**src/rtl/decode_pkg.sv**
```systemverilog
// Shared types and encodings for the instruction-decode stage.
// Opcode/funct values, ALU function selects, occupancy state and the
// decoded-word struct carried through the two-entry skid buffer.
package decode_pkg;

    // I-type opcodes (ibus[IW-1:IW-6])
    localparam logic [5:0] OP_RTYPE = 6'b000000;
    localparam logic [5:0] OP_XORI  = 6'b000001;
    localparam logic [5:0] OP_SUBI  = 6'b000010;
    localparam logic [5:0] OP_ADDI  = 6'b000011;
    localparam logic [5:0] OP_ORI   = 6'b001100;
    localparam logic [5:0] OP_ANDI  = 6'b001111;

    // R-type funct codes (ibus[5:0], valid only with OP_RTYPE)
    localparam logic [5:0] FN_XOR = 6'b000001;
    localparam logic [5:0] FN_SUB = 6'b000010;
    localparam logic [5:0] FN_ADD = 6'b000011;
    localparam logic [5:0] FN_OR  = 6'b000100;
    localparam logic [5:0] FN_AND = 6'b000111;

    // ALU function select encodings
    localparam logic [2:0] SID_XOR = 3'b000;
    localparam logic [2:0] SID_ADD = 3'b010;
    localparam logic [2:0] SID_SUB = 3'b011;
    localparam logic [2:0] SID_OR  = 3'b100;
    localparam logic [2:0] SID_AND = 3'b110;

    // Skid-buffer occupancy
    typedef enum logic [1:0] {
        OCC_EMPTY = 2'd0,
        OCC_ONE   = 2'd1,
        OCC_TWO   = 2'd2
    } occ_state_e;

    // Decoded word. imm_ext holds the raw 16-bit immediate; the stage
    // sign-extends it to DW at the output port so the stored entries do
    // not depend on the datapath width.
    typedef struct packed {
        logic        ill;
        logic        imm;
        logic [2:0]  sid;
        logic        cin;
        logic [15:0] imm_ext;
    } dec_word_t;

endpackage

```
**src/rtl/decode_stage_lut.sv**
```systemverilog
// opcode_decode_lut: purely combinational instruction-word to decoded-word
// lookup. Unknown opcodes, and R-type words with an unknown funct, come
// out as ILL with a neutral XOR/no-carry/register-operand encoding.
module opcode_decode_lut
    import decode_pkg::*;
#(
    parameter int IW = 32
) (
    input  logic [IW-1:0] ibus,
    output dec_word_t     dec
);

    logic [5:0] opcode;
    logic [5:0] funct;
    logic       unused_ibus_bits;

    assign opcode = ibus[IW-1:IW-6];
    assign funct  = ibus[5:0];

    // Register-number fields are not used by this stage.
    assign unused_ibus_bits = ^ibus[IW-7:16];

    // Decode opcode, and funct for R-type words
    always_comb begin
        dec         = '0;
        dec.imm_ext = ibus[15:0];
        case (opcode)
            OP_ADDI: begin dec.sid = SID_ADD; dec.imm = 1'b1; end
            OP_SUBI: begin dec.sid = SID_SUB; dec.cin = 1'b1; dec.imm = 1'b1; end
            OP_XORI: begin dec.sid = SID_XOR; dec.imm = 1'b1; end
            OP_ANDI: begin dec.sid = SID_AND; dec.imm = 1'b1; end
            OP_ORI:  begin dec.sid = SID_OR;  dec.imm = 1'b1; end
            OP_RTYPE: begin
                case (funct)
                    FN_ADD:  dec.sid = SID_ADD;
                    FN_SUB:  begin dec.sid = SID_SUB; dec.cin = 1'b1; end
                    FN_XOR:  dec.sid = SID_XOR;
                    FN_AND:  dec.sid = SID_AND;
                    FN_OR:   dec.sid = SID_OR;
                    default: dec.ill = 1'b1;
                endcase
            end
            default: dec.ill = 1'b1;
        endcase
    end

endmodule

```
**src/rtl/decode_stage.sv**
```systemverilog
// decode_stage: registered decode stage with a two-entry skid buffer.
// Words are decoded at the input, so both the output register and the
// skid entry hold decoded words. in_ready is a flop, so out_ready never
// reaches in_ready combinationally.
// Optional feature: define DECODE_ILL_CNT_EN to add the saturating
// illegal-instruction counter and its ill_count port.
module decode_stage
    import decode_pkg::*;
#(
    parameter int IW = 32,
    parameter int DW = 32
`ifdef DECODE_ILL_CNT_EN
    ,
    parameter int CNT_W = 8
`endif
) (
    input  logic          clk,
    input  logic          rst_n,
    input  logic          flush,
    input  logic          in_valid,
    output logic          in_ready,
    input  logic [IW-1:0] ibus,
    output logic          out_valid,
    input  logic          out_ready,
    output logic          ImmID,
    output logic [2:0]    SID,
    output logic          CinID,
    output logic          ILL,
    output logic [DW-1:0] imm_ext
`ifdef DECODE_ILL_CNT_EN
    ,
    output logic [CNT_W-1:0] ill_count
`endif
);

    dec_word_t  dec_in;
    dec_word_t  out_q, out_d;
    dec_word_t  skid_q, skid_d;
    occ_state_e state_q, state_d;
    logic       in_ready_q;
    logic       accept;
    logic       pop;

    opcode_decode_lut #(.IW(IW)) u_lut (
        .ibus (ibus),
        .dec  (dec_in)
    );

    assign accept    = in_valid & in_ready_q;
    assign out_valid = (state_q != OCC_EMPTY);
    assign pop       = out_valid & out_ready;
    assign in_ready  = in_ready_q;

    // Occupancy next-state and entry loads; flush wins over pop and accept
    always_comb begin
        state_d = state_q;
        out_d   = out_q;
        skid_d  = skid_q;
        if (flush) begin
            state_d = OCC_EMPTY;
        end else begin
            case (state_q)
                OCC_EMPTY: begin
                    if (accept) begin
                        state_d = OCC_ONE;
                        out_d   = dec_in;
                    end
                end
                OCC_ONE: begin
                    if (accept && pop) begin
                        out_d = dec_in;
                    end else if (accept) begin
                        state_d = OCC_TWO;
                        skid_d  = dec_in;
                    end else if (pop) begin
                        state_d = OCC_EMPTY;
                    end
                end
                OCC_TWO: begin
                    if (pop) begin
                        state_d = OCC_ONE;
                        out_d   = skid_q;
                    end
                end
                default: state_d = OCC_EMPTY;
            endcase
        end
    end

    // State, entries and the registered ready
    always_ff @(posedge clk or negedge rst_n) begin
        if (!rst_n) begin
            state_q    <= OCC_EMPTY;
            in_ready_q <= 1'b1;
            out_q      <= '0;
            skid_q     <= '0;
        end else begin
            state_q    <= state_d;
            in_ready_q <= (state_d != OCC_TWO);
            out_q      <= out_d;
            skid_q     <= skid_d;
        end
    end

    assign ImmID = out_q.imm;
    assign SID   = out_q.sid;
    assign CinID = out_q.cin;
    assign ILL   = out_q.ill;

    generate
        if (DW > 16) begin : g_sext
            assign imm_ext = {{(DW-16){out_q.imm_ext[15]}}, out_q.imm_ext};
        end else begin : g_noext
            assign imm_ext = out_q.imm_ext;
        end
    endgenerate

`ifdef DECODE_ILL_CNT_EN
    logic [CNT_W-1:0] ill_cnt_q;

    // Saturating count of illegal words taken over the handshake; a flush
    // does not undo the handshake, so it neither clears nor skips a count
    always_ff @(posedge clk or negedge rst_n) begin
        if (!rst_n) begin
            ill_cnt_q <= '0;
        end else if (accept && dec_in.ill && (ill_cnt_q != '1)) begin
            ill_cnt_q <= ill_cnt_q + CNT_W'(1);
        end
    end

    assign ill_count = ill_cnt_q;
`endif

endmodule
```
**config.mk**
```make
export PLATFORM = sky130hd
export DESIGN_NAME = decode_stage
export DESIGN_NICKNAME = d
export VERILOG_FILES = /design/src/rtl/decode_pkg.sv /design/src/rtl/decode_stage_lut.sv /design/src/rtl/decode_stage.sv
export SDC_FILE = /design/constraint.sdc
export NUM_CORES = 1
export LEC_CHECK = 0
export BUFFER_PORTS_ARGS = -buffer_cell sky130_fd_sc_hd__buf_2
export CAP_MARGIN = 40
export CORE_AREA = 2 2 102 104
export DETAILED_ROUTE_END_ITERATION = 16
export DIE_AREA = 0 0 104 106
export PLACE_DENSITY = 0.53
export SYNTH_ARGS = -nofsm -noshare
export SYNTH_HDL_FRONTEND = slang
export SYNTH_SLANG_ARGS = --single-unit
```
**constraint.sdc**
```tcl
create_clock -name clk -period 3.6 [get_ports clk]
set_clock_uncertainty 0.05 [all_clocks]
set_input_delay 0.36 -clock clk [delete_from_list [all_inputs] [get_ports clk]]
set_output_delay 0.36 -clock clk [all_outputs]
set_load 0.03 [all_outputs]
```
# Yosys cells after proc, flatten, opt, wreduce, memory -nomap -nowiden
# Cells that the tools add are included.
# totals
regBits,47
in_bits,37
output_inout_bits,40
# op_classes
eq_ne,16
n_mux,18
bitwise_logic,4
n_reduce_logical,9
# op_table
operator,count
22-bit 2-to-1 mux,3
22-bit case mux with 3 select lines,1
"6-bit by 2-bit == test with 1-bit output, second input constant",4
3-bit case mux with 5 select lines,1
"6-bit by 1-bit == test with 1-bit output, second input constant",2
"6-bit by 3-bit == test with 1-bit output, second input constant",2
"6-bit by 4-bit == test with 1-bit output, second input constant",2
2-bit 2-to-1 mux,6
3-bit case mux with 4 select lines,1
5-bit OR reduction,2
"2-bit inequality test, second input constant",4
6-bit zero test,1
2-bit case mux with 3 select lines,1
5-bit AND reduction,1
1-bit case mux with 2 select lines,2
4-bit AND reduction,1
1-bit 2-to-1 mux,3
3-bit nonzero test,1
1-bit AND,2
"2-bit by 1-bit == test with 1-bit output, second input constant",1
"2-bit == test, second input constant",1
2-bit zero test,1
1-bit inverter,2
2-bit nonzero test,1
1-bit logical AND,1

# Longest topological paths before layout
# Gate-level depths: netlist of the first run.
# depth
word_depth,8
ltp_mapped,6
ltp_nobuf,5

# Cells and area by module
# Synthesis of the first run repeated with hierarchy kept, for this count alone.
# unflattened
hier_cells,220
hier_area_um2,2642.5
# modules_own_cells
mod,instances,cells_per_inst,area_each_um2,seq_area_each_um2
decode_stage,1,175,2322.2,1177.4
opcode_decode_lut,1,45,320.3,0.0

# Worst setup path after synthesis of the first run
# No wires, ideal clock.
# synth_path
path_kind,register -> register
start,"register in_ready_q, in the netlist in_ready"
end,register out_q (netlist bit ILL)
arrival_time_ns,1.676
t_required_ns,3.425
setup_slack_ns,1.750
stages_incl_launch_ff,5
n_path_buf,0
synth_period_minus_slack_ns,1.850
cell_sequence,dfstp_2 nand2_1 or3_1 a21oi_4 mux2_2
# synth_between
elab_chain_len,4
# synth_rtl
item,line,rtl
"start, declared",decode_stage.sv:40,logic in_ready_q;
"start signal, assigned",decode_stage.sv:99,in_ready_q <= (state_d != OCC_TWO);
1-bit AND *,decode_stage.sv:49,assign accept = in_valid & in_ready_q;
1-bit logical AND,decode_stage.sv:70,if (accept && pop) begin
2-bit inequality test (no line),n/a,
5-bit AND reduction (no line) *,n/a,
"end signal, assigned",decode_stage.sv:100,out_q <= out_d;
"end, declared",decode_stage.sv:37,"dec_word_t out_q, out_d;"
# Mark *: on every way between the ends. The rest lies on a longest branch, timed or not.
# A chain may end at the register's enable or synchronous reset.

# Worst setup path after layout of the first run
# layout_path
start,register state_q[1]
end,register out_q (netlist bit SID[2])
# layout_between
elab_chain_len,5
# layout_rtl
item,line,rtl
"start, declared",decode_stage.sv:39,"occ_state_e state_q, state_d;"
"start signal, assigned",decode_stage.sv:98,state_q <= state_d;
2-bit nonzero test,decode_stage.sv:50,assign out_valid = (state_q != OCC_EMPTY);
1-bit AND,decode_stage.sv:51,assign pop = out_valid & out_ready;
1-bit logical AND,decode_stage.sv:70,
2-bit inequality test (no line),n/a,
5-bit AND reduction (no line),n/a,
# Several ways; a longest one is shown, not always the timed one.

==> results of run 1 <==
[registers in the layout (all words and copies together) (netlist names)]
name	count
CinID	1
state_q	2
imm_ext	16
ILL	1
ImmID	1
SID	3
in_ready	1
skid_q	22
[worst max-delay path, cell delays in order, from the launching register on]
cell and delay [ns]:
dfrtp_1 0.42, nor2b_2 0.16, buf_4 0.31, nand2_1 0.16, a21oi_4 0.55, buf_4 0.37, o21ai_0 0.12, o22ai_1 0.11
[cell type report]
class / count / area [um2] / area share (%)
flip-flops and latches: 47 / 1180 / 42.5
clock buffers: 7 / 76.3 / 2.75
clock inverters: 1 / 5.00 / 0.181
inverters: 3 / 11.3 / 0.406
repair buffers: 71 / 388 / 14.0
well taps: 136 / 170 / 6.14
multi-input cells: 154 / 945 / 34.1
[routing by layer]
layer,part of all wire [%],vias to the layer above,GRT usage [%]
li1,-,891,-
met1,47,861,13.2
met2,47,37,16.4
met3,4.5,3,3.19
met4,0.54,0,2.32
met5,0,-,0
[logic make-up (layout without fill, tap and decap cells)]
group,after synthesis,count (layout),synth area share (%)
AO/OA/AOI/OAI,48,48,13.1
AND/OR/NAND/NOR,86,86,16.2
buffers and inverters,32,82,9.51
flip-flops,47,47,50.3
multiplexers,17,17,9.78
XOR/XNOR,3,3,1.12
[layout by cell type, fill, tap and decap left out, types with 6 or more instances in the layout]
master   count
buf_2       66
dfrtp_1     46
nand2_1     40
nor2_1      25
a31oi_1     18
a21oi_1     11
mux2_4      10
o21ai_0      7
mux2_2       6
[report_power, final]
group,internal (mW),switching (mW)
combinational,0.171,0.294
sequential,0.636,0.0606
clock,0.137,0.170
total,0.943,0.525
[stage by stage]
stage / instance area [um2] / total power, mW / cells
4_1_cts: 2770 / 1.50 / 419
3_5_place_dp: 2690 / 1.18 / 411
2_1_floorplan: 2340 / 1.08 / 233
3_3_place_gp: 2660 / 1.16 / 409
6_report: 2770 / 1.47 / 419
5_1_grt: 2770 / 1.56 / 419
[worst paths after layout]
kind | endpoint | depth (start not counted) | start
worst max-delay path | SID[2]$_DFFE_PN0P_ | 7 | state_q[1]$_DFF_PN0_
worst min-delay path | imm_ext[0]$_DFFE_PN0P_ | 1 | rst_n
worst max register to register | SID[2]$_DFFE_PN0P_ | 7 | state_q[1]$_DFF_PN0_
worst min register to register | skid_q[18]$_DFFE_PN0P_ | 2 | skid_q[18]$_DFFE_PN0P_
max in group asynchronous | skid_q[3]$_DFFE_PN0P_ | 2 | rst_n
min in group clk | state_q[0]$_DFF_PN0_ | 2 | flush
==> impl_metrics.tcl, run 1 <==
set metrics [dict create \
    fillers 1108 \
    wire_per_inst_um 12.9 \
    ys_seq_elements 47 \
    root_buffer "clkbuf_8" \
    grt_pass1_vias 1751 \
    fin_crit_sh_pct 64.6 \
    finalNetCount 319 \
    cts_made_buffers 5 \
    dr.pass1.iters 4 \
    hold_class "in -> async" \
    slew_headroom_pct 57.1 \
    grt_max_degree 28 \
    postCtsSetupBuffers 0 \
    yosysSeqAreaShare_pct 50.3 \
    cts_tree "done" \
    drc 0 \
    worst_slew_pin_slew_ns 0.642 \
    rows 37 \
    synth_area_leaders "dfrtp_1 49%, mux2_4 6.4%, nand2_1 6.4%" \
    cts.sinks 47 \
    tns_ns 0 \
    cp_data_required_time_ns 3.77 \
    synthArstFlopShare_pct 100 \
    yosysUniqueCellTypes 38 \
    final_util_pct 27.7 \
    initial_core_util_pct 23.4 \
    outcome "finished, violations left" \
    io_pins 77 \
    synth_top_flop_cell "dfrtp_1" \
    cp-end-kind "flop" \
    synth_top_cell_area_share_pct 49.1 \
    drt_iter0_drc 56 \
    violations "negative hold slack" \
    hpwlAfterDp_um 3860 \
    via_count 1792 \
    synth_cells 233 \
    max_freq_mhz 430 \
    htree_levels 2 \
    synth.most_common_cell "dfrtp_1" \
    die_h_um 106 \
    setup_viol 0 \
    p_leak_nw 1.30 \
    ff2ff_setup_slack_ns 1.27 \
    hold_viol 1 \
    setup_ws_ns 1.27 \
    critPathKind "reg -> reg" \
    cp_data_arrival_time_ns 2.49 \
    gp_congestion 0.780 \
    drv_slew 0 \
    avgViaCountPerCell 4.28 \
    syn_avg_cell_area_um2 10.1 \
    place.port_buffers 66 \
    core-area_mm2 0.0100 \
    drive_gt1_share_pct 34.6 \
    cts_resized 0 \
    powerDensity_mw_per_mm2 529 \
    antenna_left 0 \
    max_cap_violations 0 \
    design.die.area_mm2 0.0110 \
    cts_buffer_depth 2 \
    synth_common_cells "46 x dfrtp_1, 40 x nand2_1, 25 x nor2_1" \
    grt.overflow.total 0 \
    grt_util_all_layers_pct 10.1 \
    whs_ns -0.000141 \
    grt_pass1_wl_um 8820 \
    synth_area_mm2 0.00234 \
    startpoint_type "flop" \
    antenna_found_initial 0 \
    n_antenna_cell 0 \
    period_needed_ns 2.33 \
    die_w_um 104 \
    cts_hold_buf 0 \
    pre_cts_slack_ns 1.26 \
    syn-num-nets 270 \
    yosysWarnings 0 \
    synth_top_area_cell "dfrtp_1" \
    clk_latency_ns 0.29 \
    irDropWorstVdd_v 0.000148 \
    synth_edf_count 0 \
    wl_um 5420 \
    cp_max_fo 24 \
    cts.clk_slew.worst_paths_ns 0.09 \
    rsz0062_at_grt "false" \
    area_growth_syn_to_layout_pct 18.4 \
]
Note: power is estimated with default switching activity, not from simulation.
==> run 2: changes to the inputs <==
Settings changed: ABC_AREA from default to 1, CORE_AREA 2 2 102 104 to 2 2 105 107, DIE_AREA 0 0 104 106 to 0 0 107 109.
Clock period 3.6 ns to 2.3 ns, I/O delays scaled along.
==> run 2 against run 1 <==
The run now ends clean. Critical path depth shrank 1. Wire length grew 1.9%. Total power grew 64%. Synthesized area up 5.2%. Non-clock buffer count unchanged. Largest power group unchanged. Highest routed layer is now met5.
==> impl_metrics.tcl, run 2 <==
set metrics [dict create \
    pre_cts_slack_ns 0.479 \
    design.die.area_mm2 0.0117 \
    worst_slew_pin_slew_ns 0.572 \
    die_h_um 109 \
    cts_buffer_depth 2 \
    top_usage_layer "met2" \
    yosysUniqueCellTypes 22 \
    cts.clk_slew.worst_paths_ns 0.09 \
    cts_made_buffers 5 \
    finalNetCount 420 \
    core-area_mm2 0.0106 \
    ff2ff_setup_slack_ns 0.48 \
    fillers 1165 \
    grtUsageMet2_pct 17.0 \
    synth.most_common_cell "nand2_1" \
    wl_um 5520 \
    synth_area_leaders "dfrtp_1 47%, nand2_1 20%, inv_1 5.0%" \
    wire_per_inst_um 10.5 \
    cp-end-kind "flop" \
    die_w_um 107 \
    hold_class "in -> reg" \
    slowest_delay_ns 0.53 \
    htree_levels 2 \
    synth_edf_count 0 \
    grt_pass1_vias 1994 \
    cts.sinks 47 \
    ys_seq_elements 47 \
    grt_use_met1_pct 12.7 \
    irDropWorstVdd_v 0.000230 \
    drive_gt1_share_pct 22.9 \
    synth_area_mm2 0.00246 \
    gp_congestion 0.766 \
    startpoint_type "flop" \
    drv_slew 0 \
    root_buffer "clkbuf_8" \
    drt_iter0_drc 79 \
    max_freq_mhz 550 \
    cp_max_fo 37 \
    multi_input_area_um2 968 \
    p_leak_nw 1.63 \
    cp_cell_sequence "nand2_1, nor2_1, nand3_4, inv_2, nand2_1, o21ai_0" \
    synth_top_cell_area_share_pct 46.7 \
    cp_data_arrival_time_ns 1.98 \
    powerDensity_mw_per_mm2 822 \
    n_antenna_cell 0 \
    r2r_cells 6 \
    place.port_buffers 66 \
    cts_tree "done" \
    antenna_found_initial 1 \
    area_growth_syn_to_layout_pct 19.2 \
    postCtsSetupBuffers 0 \
    critPathKind "reg -> reg" \
    setup_ws_ns 0.482 \
    hpwlAfterDp_um 4020 \
    max_cap_violations 0 \
    grt_max_degree 38 \
    syn_avg_cell_area_um2 7.44 \
    synth_top_flop_cell "dfrtp_1" \
    setup_viol 0 \
    rsz0062_at_grt "false" \
    outcome "completed" \
    r2r_end "skid_q[16]$_DFFE_PN0P_" \
    dr.pass1.iters 4 \
    synth_common_cells "133 x nand2_1, 46 x dfrtp_1, 33 x inv_1" \
    final_cell_mix "133 x nand2_1, 66 x buf_2, 46 x dfrtp_1" \
    regMostFlops "skid_q" \
    avgViaCountPerCell 4.04 \
    cp_data_required_time_ns 2.46 \
    synth_top_area_cell "dfrtp_1" \
    via_count 2116 \
    grt_use_met3_pct 2.81 \
    min_path_cells 2 \
    synth_cells 331 \
    slew_headroom_pct 61.9 \
    cp_common_cell "nand2_1" \
    grt.overflow.total 0 \
    grt_util_all_layers_pct 10.1 \
    final_common_cell "nand2_1" \
    tns_ns 0 \
    crit_slowest_cell "dfstp_2" \
    cts_resized 0 \
    yosysSeqAreaShare_pct 47.8 \
    synthArstFlopShare_pct 100 \
    period_needed_ns 1.82 \
    regArea_mm2 0.00118 \
    syn-num-nets 368 \
    grt_pass1_wl_um 9290 \
    rows 38 \
    drc 0 \
    r2r_start "in_ready$_DFF_PN1_" \
    antenna_left 0 \
    clk_latency_ns 0.30 \
    min_from "flush" \
    hold_end "state_q[0]$_DFF_PN0_" \
    io_pins 77 \
    yosysWarnings 0 \
    fin_crit_sh_pct 79.0 \
    hold_viol 0 \
    largest_reg_flops 22 \
    initial_core_util_pct 23.2 \
]
## run 2: changes by cell type after synthesis, moves of 10 or more
cell,delta
o21ai_1,+16
inv_1,+30
o21ai_0,+13
nand2_1,+93
mux2_4,-10
a31oi_1,-18
nand3_1,+13
## run 2: worst max path at each step
stage	from	slack (ns)	end	depth (start not counted)
finish	in_ready$_DFF_PN1_	0.48	skid_q[16]$_DFFE_PN0P_	6
global route	in_ready$_DFF_PN1_	0.29	skid_q[16]$_DFFE_PN0P_	6
CTS	in_ready$_DFF_PN1_	0.45	skid_q[16]$_DFFE_PN0P_	6
detailed placement	in_ready$_DFF_PN1_	0.48	skid_q[16]$_DFFE_PN0P_	6
global placement	in_ready$_DFF_PN1_	0.54	skid_q[17]$_DFFE_PN0P_	6
floorplan	in_ready$_DFF_PN1_	0.74	skid_q[18]$_DFFE_PN0P_	6
## run 2: metrics by stage
stage | total power [mW] | hold WS [ns] | cell area, um2 | std cells | util [%]
2_1_floorplan | 1.67 | -0.116 | 2460 | 331 | -
3_3_place_gp | 1.81 | 0.218 | 2810 | 515 | 26.5
3_5_place_dp | 1.82 | 0.218 | 2810 | 515 | 26.5
4_1_cts | 2.46 | 0.0770 | 2940 | 524 | 27.7
5_1_grt | 2.58 | 0.0915 | 2940 | 524 | 27.7
6_report | 2.41 | 0.0951 | 2940 | 524 | 27.7
## run 2: routing by layer
layer / part of all wire, % / wire length [um]
met5: 0.20 / 11
met2: 46 / 2520
met1: 48 / 2650
met4: 0.89 / 49
met3: 5.1 / 281
## run 2: worst max-delay path: cells and delay by family, from the launching register on
kind | cells | cell delay, ns
compound gates | 1 | 0.07
buf+inv | 1 | 0.23
flops | 1 | 0.53
simple gates | 4 | 0.83
## run 2: cells by family after synthesis
group | share of synthesized area, %
buffers and inverters | 12.9
AOI/OAI and AO/OA | 9.50
and+or+nand+nor | 29.8
DFF | 47.8
## run 2: final cells by class
class,count,share of cell area (%)
Clock buffer,5,2.34
Clock inverter,3,1.58
Inverter,35,4.47
Multi-Input combinational cell,223,33.0
Sequential cell,47,40.1
Tap cell,140,5.96
Timing Repair Buffer,71,12.6
## run 2: what timing repair did
item / CTS / global route
setup endpoints to repair: 0 / 0
hold buffers: 1 / 0
hold endpoints to repair: 21 / 0
## run 2: power by group
part | switching [mW] | total, mW | leakage, nW | internal [mW]
combinational | 0.508 | 0.715 | 0.973 | 0.207
sequential | 0.0880 | 1.08 | 0.597 | 0.988
clock | 0.295 | 0.623 | 0.0548 | 0.328
total | 0.892 | 2.41 | 1.63 | 1.52
